**src/rtl/peak_find.sv**
```systemverilog
// peak_find -- streaming local-maximum detector for a frame of signed 8-bit samples.
//
// Pulls N_SAMPLES samples from an upstream source using a rd/rdy handshake,
// keeps a two-sample history and reports every local peak with a one-cycle
// PkClk strobe together with its index (PeakX) and sign-extended value (PeakY).
// pk_done is raised once the last sample has been consumed.
//
// Optional feature macro: PEAKFIND_THRESH_EN
//   defined   -> a peak must also satisfy x[k-1] >= THRESH (signed)
//   undefined -> every local maximum is reported
//
// Ports:
//   clk       in   rising-edge clock
//   rst_n     in   asynchronous reset, active HIGH (name kept for compatibility)
//   rdy       in   source valid; FreqIn is sampled on edges where rd && rdy
//   FreqIn    in   8-bit signed sample
//   rd        out  sample request, high while samples remain
//   pk_done   out  frame complete, sticky until reset
//   PkClk     out  one-cycle peak strobe
//   addr_out  out  index of next requested sample (= samples consumed)
//   PeakX     out  index of the last detected peak
//   PeakY     out  value of the last detected peak, sign-extended to 14 bits
module peak_find #(
  parameter int                 N_SAMPLES = 1000,
  parameter logic signed [7:0]  THRESH    = 8'sd0
) (
  input  logic              clk,
  input  logic              rst_n,
  input  logic              rdy,
  input  logic signed [7:0] FreqIn,
  output logic              rd,
  output logic              pk_done,
  output logic              PkClk,
  output logic [11:0]       addr_out,
  output logic [11:0]       PeakX,
  output logic [13:0]       PeakY
);

  typedef enum logic [1:0] {
    S_IDLE = 2'd0,
    S_RUN  = 2'd1,
    S_DONE = 2'd2
  } state_t;

  localparam logic [11:0] LAST_IDX = 12'(N_SAMPLES - 1);

  state_t            r_state;
  logic signed [7:0] r_x1;   // x[k-1]
  logic signed [7:0] r_x2;   // x[k-2]

  logic w_consume;
  logic w_thresh_ok;
  logic w_is_peak;

  assign w_consume = (r_state == S_RUN) && rdy;

`ifdef PEAKFIND_THRESH_EN
  assign w_thresh_ok = (r_x1 >= THRESH);
`else
  // Folds to constant 1: THRESH has no effect in this build.
  assign w_thresh_ok = 1'b1 | THRESH[7];
`endif

  // The history is only fully populated once k >= 2, which also guarantees
  // sample 0 is never reported. Sample N-1 is never evaluated as x[k-1].
  assign w_is_peak = (addr_out >= 12'd2) && (r_x1 > r_x2) &&
                     (r_x1 >= FreqIn) && w_thresh_ok;

  always_ff @(posedge clk or posedge rst_n) begin
    if (rst_n) begin
      r_state  <= S_IDLE;
      r_x1     <= 8'sd0;
      r_x2     <= 8'sd0;
      rd       <= 1'b0;
      pk_done  <= 1'b0;
      PkClk    <= 1'b0;
      addr_out <= 12'd0;
      PeakX    <= 12'd0;
      PeakY    <= 14'd0;
    end else begin
      PkClk <= 1'b0;
      case (r_state)
        S_IDLE: begin
          r_state <= S_RUN;
          rd      <= 1'b1;
        end
        S_RUN: begin
          if (w_consume) begin
            r_x1     <= FreqIn;
            r_x2     <= r_x1;
            addr_out <= addr_out + 12'd1;
            if (w_is_peak) begin
              PkClk <= 1'b1;
              PeakX <= addr_out - 12'd1;
              PeakY <= {{6{r_x1[7]}}, r_x1};
            end
            if (addr_out == LAST_IDX) begin
              r_state <= S_DONE;
              rd      <= 1'b0;
              pk_done <= 1'b1;
            end
          end
        end
        default: begin
          // Frame finished: idle until reset.
          r_state <= S_DONE;
          rd      <= 1'b0;
          pk_done <= 1'b1;
        end
      endcase
    end
  end

endmodule

```
**config.mk**
```make
export PLATFORM = sky130hd
export DESIGN_NAME = peak_find
export DESIGN_NICKNAME = d
export VERILOG_FILES = /design/src/rtl/peak_find.sv
export SDC_FILE = /design/constraint.sdc
export NUM_CORES = 1
export LEC_CHECK = 0
export BUFFER_PORTS_ARGS = -buffer_cell sky130_fd_sc_hd__buf_2
export CAP_MARGIN = 20
export CORE_MARGIN = 2
export CORE_UTILIZATION = 55
export DETAILED_ROUTE_END_ITERATION = 7
export GPL_TIMING_DRIVEN = 0
export PLACE_DENSITY = 0.8
export SYNTH_ARGS = -nofsm -noshare
export SYNTH_HDL_FRONTEND = slang
export SYNTH_SLANG_ARGS = --single-unit
```
**constraint.sdc**
```tcl
create_clock -name clk -period 2.9 [get_ports clk]
set_input_delay 0.725 -clock clk [delete_from_list [all_inputs] [get_ports clk]]
set_output_delay 0.725 -clock clk [all_outputs]
set_load 0.02 [all_outputs]
```
==> flow_summary.json <==
{
  "status": "finished, final reports clean",
  "period_needed_ns": 2.25,
  "fmax_mhz": 445,
  "fin_hold_ws_ns": 0.340,
  "worstMarginPinSlew_ns": 0.491,
  "placed_cell_area_um2": 3150,
  "cp-end-kind": "register",
  "die_h_um": 75.3,
  "vias": 1933,
  "yosys-top-cells-area": "dfrtp_1, mux2_4, ha_1, xnor2_1, nand2_1",
  "numCtsBuffers": 5,
  "final_area_um2": 3280,
  "synth_top_area_cell": "dfrtp_1",
  "io_pins": 52,
  "crit_type": "input pin to register",
  "clock-sinks": 52,
  "path_cells": "buf_2 -> inv_1 -> ha_1 -> inv_1 -> or3_1 -> o311ai_4 -> buf_6 -> mux2_4",
  "finalClockSkew_ns": 0.0116,
  "cts_resized": 0,
  "vdd_drop_max_uv": 515,
  "crit_top_cell": "inv_1",
  "tns_ns": 0,
  "highest_layer": "met4",
  "powerDensity_nw_per_um2": 908,
  "h-tree-depth": 2,
  "drv_slew": 0,
  "wl_um": 5370,
  "grt_use_total_pct": 21.4,
  "vias_per_cell": 5.18,
  "synth-edff-count": 0,
  "synth_nets": 277,
  "die_x_um": 75.3,
  "cts_tree": "built",
  "hold_viol_final": 0,
  "drive_gt1_share_pct": 33.0,
  "worst_skew_pair.late_latency_ns": 0.31,
  "slew_headroom_pct": 67.3,
  "area_growth_pct": 17.5,
  "wl_per_cell_um": 14.4,
  "antenna_left": 0,
  "synth_warnings": 0,
  "fin_crit_sh_pct": 77.4,
  "grt_pass1_wl_um": 9000,
  "ys_ff_latch": 52,
  "cp-start-kind": "input pin",
  "n_antenna_cell": 0,
  "reg2reg_depth": 8,
  "row_count": 25,
  "synth.most_common_cell": "dfrtp_1",
  "crit_family": "buffers and inverters",
  "hold_class": "input pin to asynchronous set/reset pin",
  "setup_viol": 0,
  "post-cts-setup-buffers": 0,
  "yosysTopAreaCellShare_pct": 46.6,
  "grt_max_degree": 40,
  "gp_congestion": 0.795,
  "clkSlewWorstSetupHoldPaths_ns": 0.10,
  "r2r-end": "PeakX[10]",
  "dp_hpwl_um": 4040,
  "r2r_start": "addr_out[0]",
  "wl_met1_um": 2550,
  "dieArea_um2": 5660,
  "cp_slowest_cell": "o311ai_4",
  "cap_violations": 0,
  "rsz0062_at_grt": "false",
  "initial_utilization_pct": 58.0,
  "met2WireLength_um": 2540,
  "cts_root_buf": "clkbuf_8",
  "drt_first_pass_iters": 4,
  "core_um2": 4820,
  "dr_wl_met3_um": 212,
  "worstPathArrival_ns": 2.44,
  "nets": 336,
  "cpPeakStageDelay_ns": 0.36,
  "synth.distinct_cells": 41,
  "synth-seq-area-share_pct": 46.6,
  "r2r_slack_ns": 0.69,
  "ctsLongestPathBuffers": 2,
  "synth_top_flop_cell": "dfrtp_1",
  "synthCells": 247,
  "worst-path-buf-inv": 4,
  "ctsHoldBuffers": 0,
  "antenna_found_initial": 0,
  "overflow": 0,
  "grt_pass1_vias": 1934,
  "synth-async-reset-ratio_pct": 100,
  "cp.required_ns": 3.10,
  "synth_area_per_cell_um2": 11.3,
  "drt_iter0_drc": 97,
  "synth_area_um2": 2790,
  "route.detailed.drc": 0,
  "synth_commonest_cells": "dfrtp_1, nand2_1, inv_1, ha_1",
  "port_buffers": 51,
  "worst-path-max-fanout": 10,
  "p_leak_nw": 1.74
}
==> state kept, by name, summed over array words and instances, names as in the netlist <==
signal / flops
PkClk: 1
addr_out: 12
r_x2: 8
r_x1: 8
PeakY: 8
pk_done: 1
PeakX: 12
r_state: 2
==> worst max-delay path by stage <==
stage / start / depth (start not counted) / slack (ns) / to
5_1_grt: addr_out[0] / 8 / 0.60 / PeakX[9]
6_report: FreqIn[7] / 8 / 0.65 / PeakX[10]
3_3_place_gp: rst_n / 2 / 0.31 / addr_out[6]
2_1_floorplan: FreqIn[7] / 7 / 0.54 / PeakX[10]
4_1_cts: FreqIn[7] / 8 / 0.65 / PeakX[9]
3_5_place_dp: FreqIn[7] / 8 / 0.32 / PeakX[9]
==> final cells by class <==
type | instances | area, um^2
Timing Repair Buffer | 52 | 275
Multi-Input combinational cell | 154 | 1280
Tap cell | 67 | 83.8
Fill cell | 384 | 1540
Clock buffer | 5 | 68.8
Buffer | 17 | 118
Inverter | 24 | 90.1
Sequential cell | 52 | 1300
Clock inverter | 2 | 60.1
==> report_power, final <==
group	total, mW	leakage (nW)	switching (mW)	internal [mW]
Sequential	1.09	0.657	0.173	0.915
Combinational	1.32	1.01	0.711	0.604
Clock	0.575	0.0642	0.235	0.340
Total	2.98	1.74	1.12	1.86
==> routing by layer <==
metal  vias up  track usage (%)
met2        42             35.1
met4         0             6.43
met3         8             4.42
met1       937             28.9
met5         -                0
li1        946                -
==> logic make-up after synthesis <==
family / Yosys count / share of synthesized area [%]
AND/OR/NAND/NOR: 64 / 13.2
flip-flops: 52 / 46.6
buffers and inverters: 41 / 7.44
AO/OA/AOI/OAI: 30 / 7.26
XOR/XNOR: 21 / 6.59
multiplexers: 20 / 10.4
adder cells (fa/ha/maj): 19 / 8.51
==> through the flow <==
step / worst slack, ns / util [%] / cells / total power, mW
global placement: 0.307 / 65.0 / 365 / 2.37
floorplan: 0.543 / - / 247 / 2.05
CTS: 0.651 / 68.1 / 373 / 3.00
finish: 0.655 / 68.1 / 373 / 2.98
detailed placement: 0.317 / 65.4 / 366 / 2.42
global route: 0.599 / 68.1 / 373 / 3.17
==> layout by cell type, fill, tap and decap left out, types with 2 or more instances in the layout <==
| master | n |
|---|---|
| nand2_1 | 25 |
| clkbuf_1 | 3 |
| nand4_1 | 7 |
| a21oi_1 | 4 |
| or3_1 | 3 |
| inv_1 | 23 |
| o21ai_0 | 18 |
| nand2b_1 | 4 |
| clkbuf_8 | 5 |
| xor2_1 | 7 |
| mux2_4 | 18 |
| buf_6 | 3 |
| dfrtp_1 | 52 |
| bufinv_16 | 2 |
| buf_4 | 7 |
| xnor2_1 | 14 |
| nor2_1 | 7 |
| ha_1 | 19 |
| nand3_1 | 2 |
| buf_2 | 54 |
| and3_1 | 2 |
| nor3_1 | 4 |
(Power assumes the default switching activity.)
